## src/rtl/if_stage.sv

```systemverilog
// Instruction fetch stage: PC sequencing, jump/branch redirect and a local instruction memory.
// Optional HALT detection is compiled in when IF_HALT_DETECT_EN is defined.
module if_stage #(
  parameter int          IMEM_DEPTH = 64,
  parameter logic [31:0] RESET_PC   = 32'h0000_0000
) (
  input  logic                          clk,
  input  logic                          rst_n,
  input  logic                          stall,
  input  logic                          jump_en,
  input  logic [25:0]                   jump_target,
  input  logic                          branch_en,
  input  logic [31:0]                   branch_pc,
  input  logic [15:0]                   branch_offset,
  input  logic                          imem_we,
  input  logic [$clog2(IMEM_DEPTH)-1:0] imem_waddr,
  input  logic [31:0]                   imem_wdata,
  output logic [31:0]                   instruction,
  output logic [31:0]                   pc_out,
  output logic                          valid,
  output logic                          halted
);
  localparam int AW = $clog2(IMEM_DEPTH);
`ifdef IF_HALT_DETECT_EN
  localparam logic HALT_EN = 1'b1;
`else
  localparam logic HALT_EN = 1'b0;
`endif

  logic [31:0]   imem_r [IMEM_DEPTH];
  logic [31:0]   pc_r, pc_nxt_s;
  logic [31:0]   instr_r, instr_nxt_s;
  logic [31:0]   pc_out_r, pc_out_nxt_s;
  logic          valid_r, valid_nxt_s;
  logic          halted_r, halted_nxt_s;
  logic [AW-1:0] fetch_idx_s;
  logic [31:0]   fetch_word_s;
  logic [3:0]    jump_hi_s;
  logic [31:0]   jump_pc_s;
  logic [31:0]   branch_pc_s;

  function automatic logic is_halt_word(input logic [5:0] opcode);
    return HALT_EN && (opcode == 6'b111111);
  endfunction

  function automatic logic [31:0] branch_dest(input logic [31:0] bpc, input logic [15:0] off);
    return bpc + 32'd4 + {{14{off[15]}}, off, 2'b00};
  endfunction

  assign fetch_idx_s  = pc_r[AW+1:2];
  assign fetch_word_s = imem_r[fetch_idx_s];
  // Upper nibble of pc_out+4: adding 4 carries into bit 28 only when bits [27:2] are all ones.
  assign jump_hi_s    = pc_out_r[31:28] + {3'b000, &pc_out_r[27:2]};
  assign jump_pc_s    = {jump_hi_s, jump_target, 2'b00};
  assign branch_pc_s  = branch_dest(branch_pc, branch_offset);

  // Next-state selection: halt freeze, then jump, branch, stall, advance.
  always_comb begin
    pc_nxt_s     = pc_r;
    instr_nxt_s  = instr_r;
    pc_out_nxt_s = pc_out_r;
    valid_nxt_s  = valid_r;
    halted_nxt_s = halted_r;
    if (halted_r) begin
      if (!stall) begin
        valid_nxt_s = 1'b0;
      end else begin
        valid_nxt_s = valid_r;
      end
    end else if (jump_en) begin
      pc_nxt_s    = jump_pc_s;
      valid_nxt_s = 1'b0;
    end else if (branch_en) begin
      pc_nxt_s    = branch_pc_s;
      valid_nxt_s = 1'b0;
    end else if (stall) begin
      pc_nxt_s    = pc_r;
      valid_nxt_s = valid_r;
    end else begin
      instr_nxt_s  = fetch_word_s;
      pc_out_nxt_s = pc_r;
      valid_nxt_s  = 1'b1;
      pc_nxt_s     = pc_r + 32'd4;
      halted_nxt_s = is_halt_word(fetch_word_s[31:26]);
    end
  end

  // Fetch state and presented outputs.
  always_ff @(posedge clk or negedge rst_n) begin
    if (!rst_n) begin
      pc_r     <= RESET_PC;
      instr_r  <= 32'h0000_0000;
      pc_out_r <= 32'h0000_0000;
      valid_r  <= 1'b0;
      halted_r <= 1'b0;
    end else begin
      pc_r     <= pc_nxt_s;
      instr_r  <= instr_nxt_s;
      pc_out_r <= pc_out_nxt_s;
      valid_r  <= valid_nxt_s;
      halted_r <= halted_nxt_s;
    end
  end

  // Instruction memory write port; contents survive reset, reads see the pre-write word.
  always_ff @(posedge clk) begin
    if (imem_we) begin
      imem_r[imem_waddr] <= imem_wdata;
    end
  end

  assign instruction = instr_r;
  assign pc_out      = pc_out_r;
  assign valid       = valid_r;
  assign halted      = halted_r;

endmodule
```

## config.mk

```make
export PLATFORM = sky130hd
export DESIGN_NAME = if_stage
export DESIGN_NICKNAME = d
export VERILOG_FILES = /design/src/rtl/if_stage.sv
export SDC_FILE = /design/constraint.sdc
export NUM_CORES = 2
export LEC_CHECK = 0
export BUFFER_PORTS_ARGS = -buffer_cell sky130_fd_sc_hd__buf_2
export CORE_MARGIN = 3
export CORE_UTILIZATION = 29
export CTS_CLUSTER_DIAMETER = 120
export DETAILED_ROUTE_END_ITERATION = 10
export SYNTH_ARGS = -nofsm -noshare
export SYNTH_HDL_FRONTEND = slang
export SYNTH_SLANG_ARGS = --single-unit
```

## constraint.sdc

```tcl
create_clock -name clk -period 7.18 [get_ports clk]
set_input_delay 1.077 -clock clk [delete_from_list [all_inputs] [get_ports clk]]
set_output_delay 1.077 -clock clk [all_outputs]
set_load 0.02 [all_outputs]
```

==> flow_metrics.py <==
metrics = {
    "worst_setup_path": {
        "cp_slowest_stage_delay_ns": 0.92,
        "critical_path_buf_inv_count": 1,
        "cp_data_required_time_ns": 7.80,
        "slowest_stage": "dfrtp_4",
        "path_cells": "buf_12 > mux4_2 > mux4_2 > mux2i_1 > o21ai_0",
        "timing.critical_path.fanout_max": 91,
        "cpLargestDelayFamily": "multiplexers",
        "critical-path-top-cell-by-count": "mux4_2",
        "critical_path_class": "reg2reg",
        "crit_path_end_kind": "flop",
        "worstSetupStartpointType": "flop",
        "critPathArrivalTime_ns": 4.52,
    },
    "detailed_routing": {
        "wire_per_inst_um": 26.9,
        "dr_total_vias": 41430,
        "viasPerCell": 5.01,
        "ant_nets": 0,
        "drt-initial-drc-count": 4923,
        "wirelength_um": 222000,
        "dr.pass1.iters": 6,
        "post-route-drc-count": 0,
    },
    "sta": {
        "fin_crit_sh_pct": 54.2,
        "tightestPinTransition_ns": 1.27,
        "final-hold-violation-count": 0,
        "timing_max_transition_violations_final": 0,
        "worst_slack_ns": 3.29,
        "setup_viol_count_final": 0,
        "unrepaired_setup_endpoints_after_global_routing": "no",
        "final.setup_skew_ns": 0.0825,
        "finalCriticalPeriod_ns": 3.89,
        "relSlewSlack_pct": 15.3,
        "fin_setup_tns_ns": 0,
        "worst_hold_check_slack_ns": 0.380,
        "clock.fmax_ghz": 0.257,
    },
    "clock_tree": {
        "tritoncts.num_buffers": 215,
        "hold_buffers": 0,
        "cts_post_setup_buffers_inserted": 0,
        "clockBufferDepth": 3,
        "cts_resized": 0,
        "clock-root-buffer": "clkbuf_16",
        "cts_max_level": 4,
        "tritoncts": "yes",
        "clkSlewWorstSetupHoldPaths_ns": 0.06,
        "clock_sink_count": 2145,
        "clock_latency_ns": 0.86,
    },
    "logic_synthesis": {
        "yosys.cell_count.top_type": "edfxtp_1",
        "yosys_register_bits": 2145,
        "synth.area.top_cells": "edfxtp_1, mux4_2, dfrtp_1",
        "dominantRegCellSynth": "edfxtp_1",
        "synth.avg_cell_area_um2": 21.7,
        "syn_area_um2": 84500,
        "list_of_most_frequent_post_synthesis_cells": "edfxtp_1, mux4_2, nand2_1",
        "post-synth-top-area-fraction_pct": 72.8,
        "yosysSeqAreaShare_pct": 75.6,
        "synthArstFlopShare_pct": 4.52,
        "edff_count_synth": 2048,
        "yosys_warning_total": 0,
        "synth.largest_area_cell": "edfxtp_1",
        "synth_nets": 4077,
        "post_synth_num_cell_types": 69,
        "synthCells": 3898,
    },
    "finish": {
        "post-route-util_pct": 33.9,
        "area.sequential_um2": 63900,
        "final_area_um2": 98000,
        "multi_input_comb_area_um2": 20000,
        "fillCellCount": 26815,
        "syn_to_final_growth_pct": 15.9,
        "final_nets": 4362,
        "final_layout_size_suffix_gt1_share_pct": 30.1,
    },
    "global_route": {
        "grt_max_degree": 117,
        "global_route.usage.total_pct": 14.7,
        "grt_pass1_vias": 41988,
        "grt_antenna_before_repair": 23,
        "global_route_wire_length_before_repair_um": 318000,
        "global_route.overflow_total": 0,
    },
    "floorplan": {
        "floorplan.die_area_um2": 298000,
        "die_width_um": 546,
        "floorplan.rows": 197,
        "die_h_um": 546,
        "pin_count": 184,
        "placeableCoreArea_um2": 289000,
        "floorplan.initialDensity_pct": 29.2,
    },
    "pwr": {
        "p_switching_mw": 6.83,
        "share_of_power_burned_in_combinational_logic_pct": 10.4,
        "max-vdd-ir-drop_mv": 0.271,
        "pwr-share-seq_pct": 49.4,
        "power.static_leakage_nw": 30.9,
        "internal_power_mw": 21.8,
        "clkPwrFrac_pct": 40.2,
        "power_switching_share_pct": 23.8,
        "power.density_nw_per_um2": 292,
    },
    "placed_design": {
        "dp_worst_setup_slack_ns": 3.05,
        "dpl_cell_area_um2": 90700,
        "detailed_place_hpwl_um": 117000,
        "numPortBuffers": 182,
        "globalplace.congestion": 0.850,
    },
    "min_path": {
        "hold_path_class": "in2async",
    },
    "outcome": {
        "run_status": "finished, final reports clean",
    },
    "run": {
        "maxCapViolations": 0,
    },
}
-- area by class of cell --
| cell class | instances | area share (%) |
|---|---|---|
| well taps | 3880 | 4.95 |
| flip-flops and latches | 2145 | 65.3 |
| inverters | 12 | 0.0511 |
| multi-input cells | 1531 | 20.4 |
| clock buffers | 259 | 5.68 |
| diodes | 8 | 0.0204 |
| repair buffers | 278 | 1.81 |
| clock inverters | 150 | 1.78 |
-- placed cells by master, fill, tap and decap left out, types with 9 or more instances in the layout --
cell,Yosys,routed
nor2_1,123,60
xor2_1,19,19
a221oi_1,23,23
inv_1,11,11
clkinv_2,0,52
buf_4,24,86
a21oi_1,97,97
dfrtp_1,97,92
a211oi_1,11,11
nand4_1,19,19
nor3_1,12,10
mux2i_1,79,79
o211ai_1,23,23
xnor2_1,29,29
clkbuf_16,0,216
bufinv_16,0,31
ha_1,60,60
clkbuf_1,101,43
mux2_2,30,30
clkinv_1,0,42
buf_2,53,181
nor2b_1,9,9
nor2_4,0,62
o21ai_0,49,49
edfxtp_1,2048,2048
nand3_1,28,28
nand2_1,200,198
mux4_2,602,602
a21o_1,15,15
buf_12,0,11
and3_1,9,9
-- worst paths after layout --
kind / cells past startpoint / slack (ns) / end / from
max: 5 / 3.29 / instruction[30] / pc_r[2]
min: 1 / 0.38 / pc_out[28] / rst_n
max reg2reg: 5 / 3.29 / instruction[30] / pc_r[2]
min reg2reg: 2 / 0.49 / pc_out[1] / pc_out[1]
max in group asynchronous: 2 / 5.47 / pc_out[13] / rst_n
min in group clk: 3 / 0.46 / pc_r[25] / jump_target[23]
-- kinds of logic (layout without fill, tap and decap cells) --
group | after synthesis | in the layout | share of synthesized area (%)
flops | 2145 | 2145 | 75.6
xor+xnor | 48 | 48 | 0.497
fa+ha+maj | 61 | 61 | 0.912
buf+inv | 222 | 699 | 1.25
other cells | 1 | 9 | 0.00444
mux | 711 | 711 | 17.4
compound gates | 273 | 273 | 2.08
simple gates | 437 | 437 | 2.26
-- power by group through the flow --
stage / Combinational, mW / Sequential, mW / Clock [mW]
floorplan: 1.82 / 14.4 / 0
global placement: 3.01 / 14.4 / 0
detailed placement: 3.03 / 14.4 / 0
CTS: 3.04 / 14.2 / 11.7
global route: 3.19 / 14.2 / 12.2
finish: 2.98 / 14.2 / 11.5
-- stage by stage --
stage | std cells | power (mW)
global placement | 7846 | 17.4
finish | 8263 | 28.7
floorplan | 3898 | 16.2
detailed placement | 7846 | 17.4
CTS | 8255 | 28.9
global route | 8255 | 29.6
-- flip-flops by register name, summed over array words and instances, names as in the netlist --
| name | cells |
|---|---|
| imem_r | 2048 |
| instruction | 32 |
| pc_out | 32 |
| pc_r | 32 |
| valid | 1 |
-- per-layer routing --
metal  part of all wire, %  GRT usage [%]
met5                 0.058              0
met1                    41           20.0
met2                    50           24.4
met4                   2.3           3.66
met3                   7.1           2.52
(Power assumes the default switching activity.)
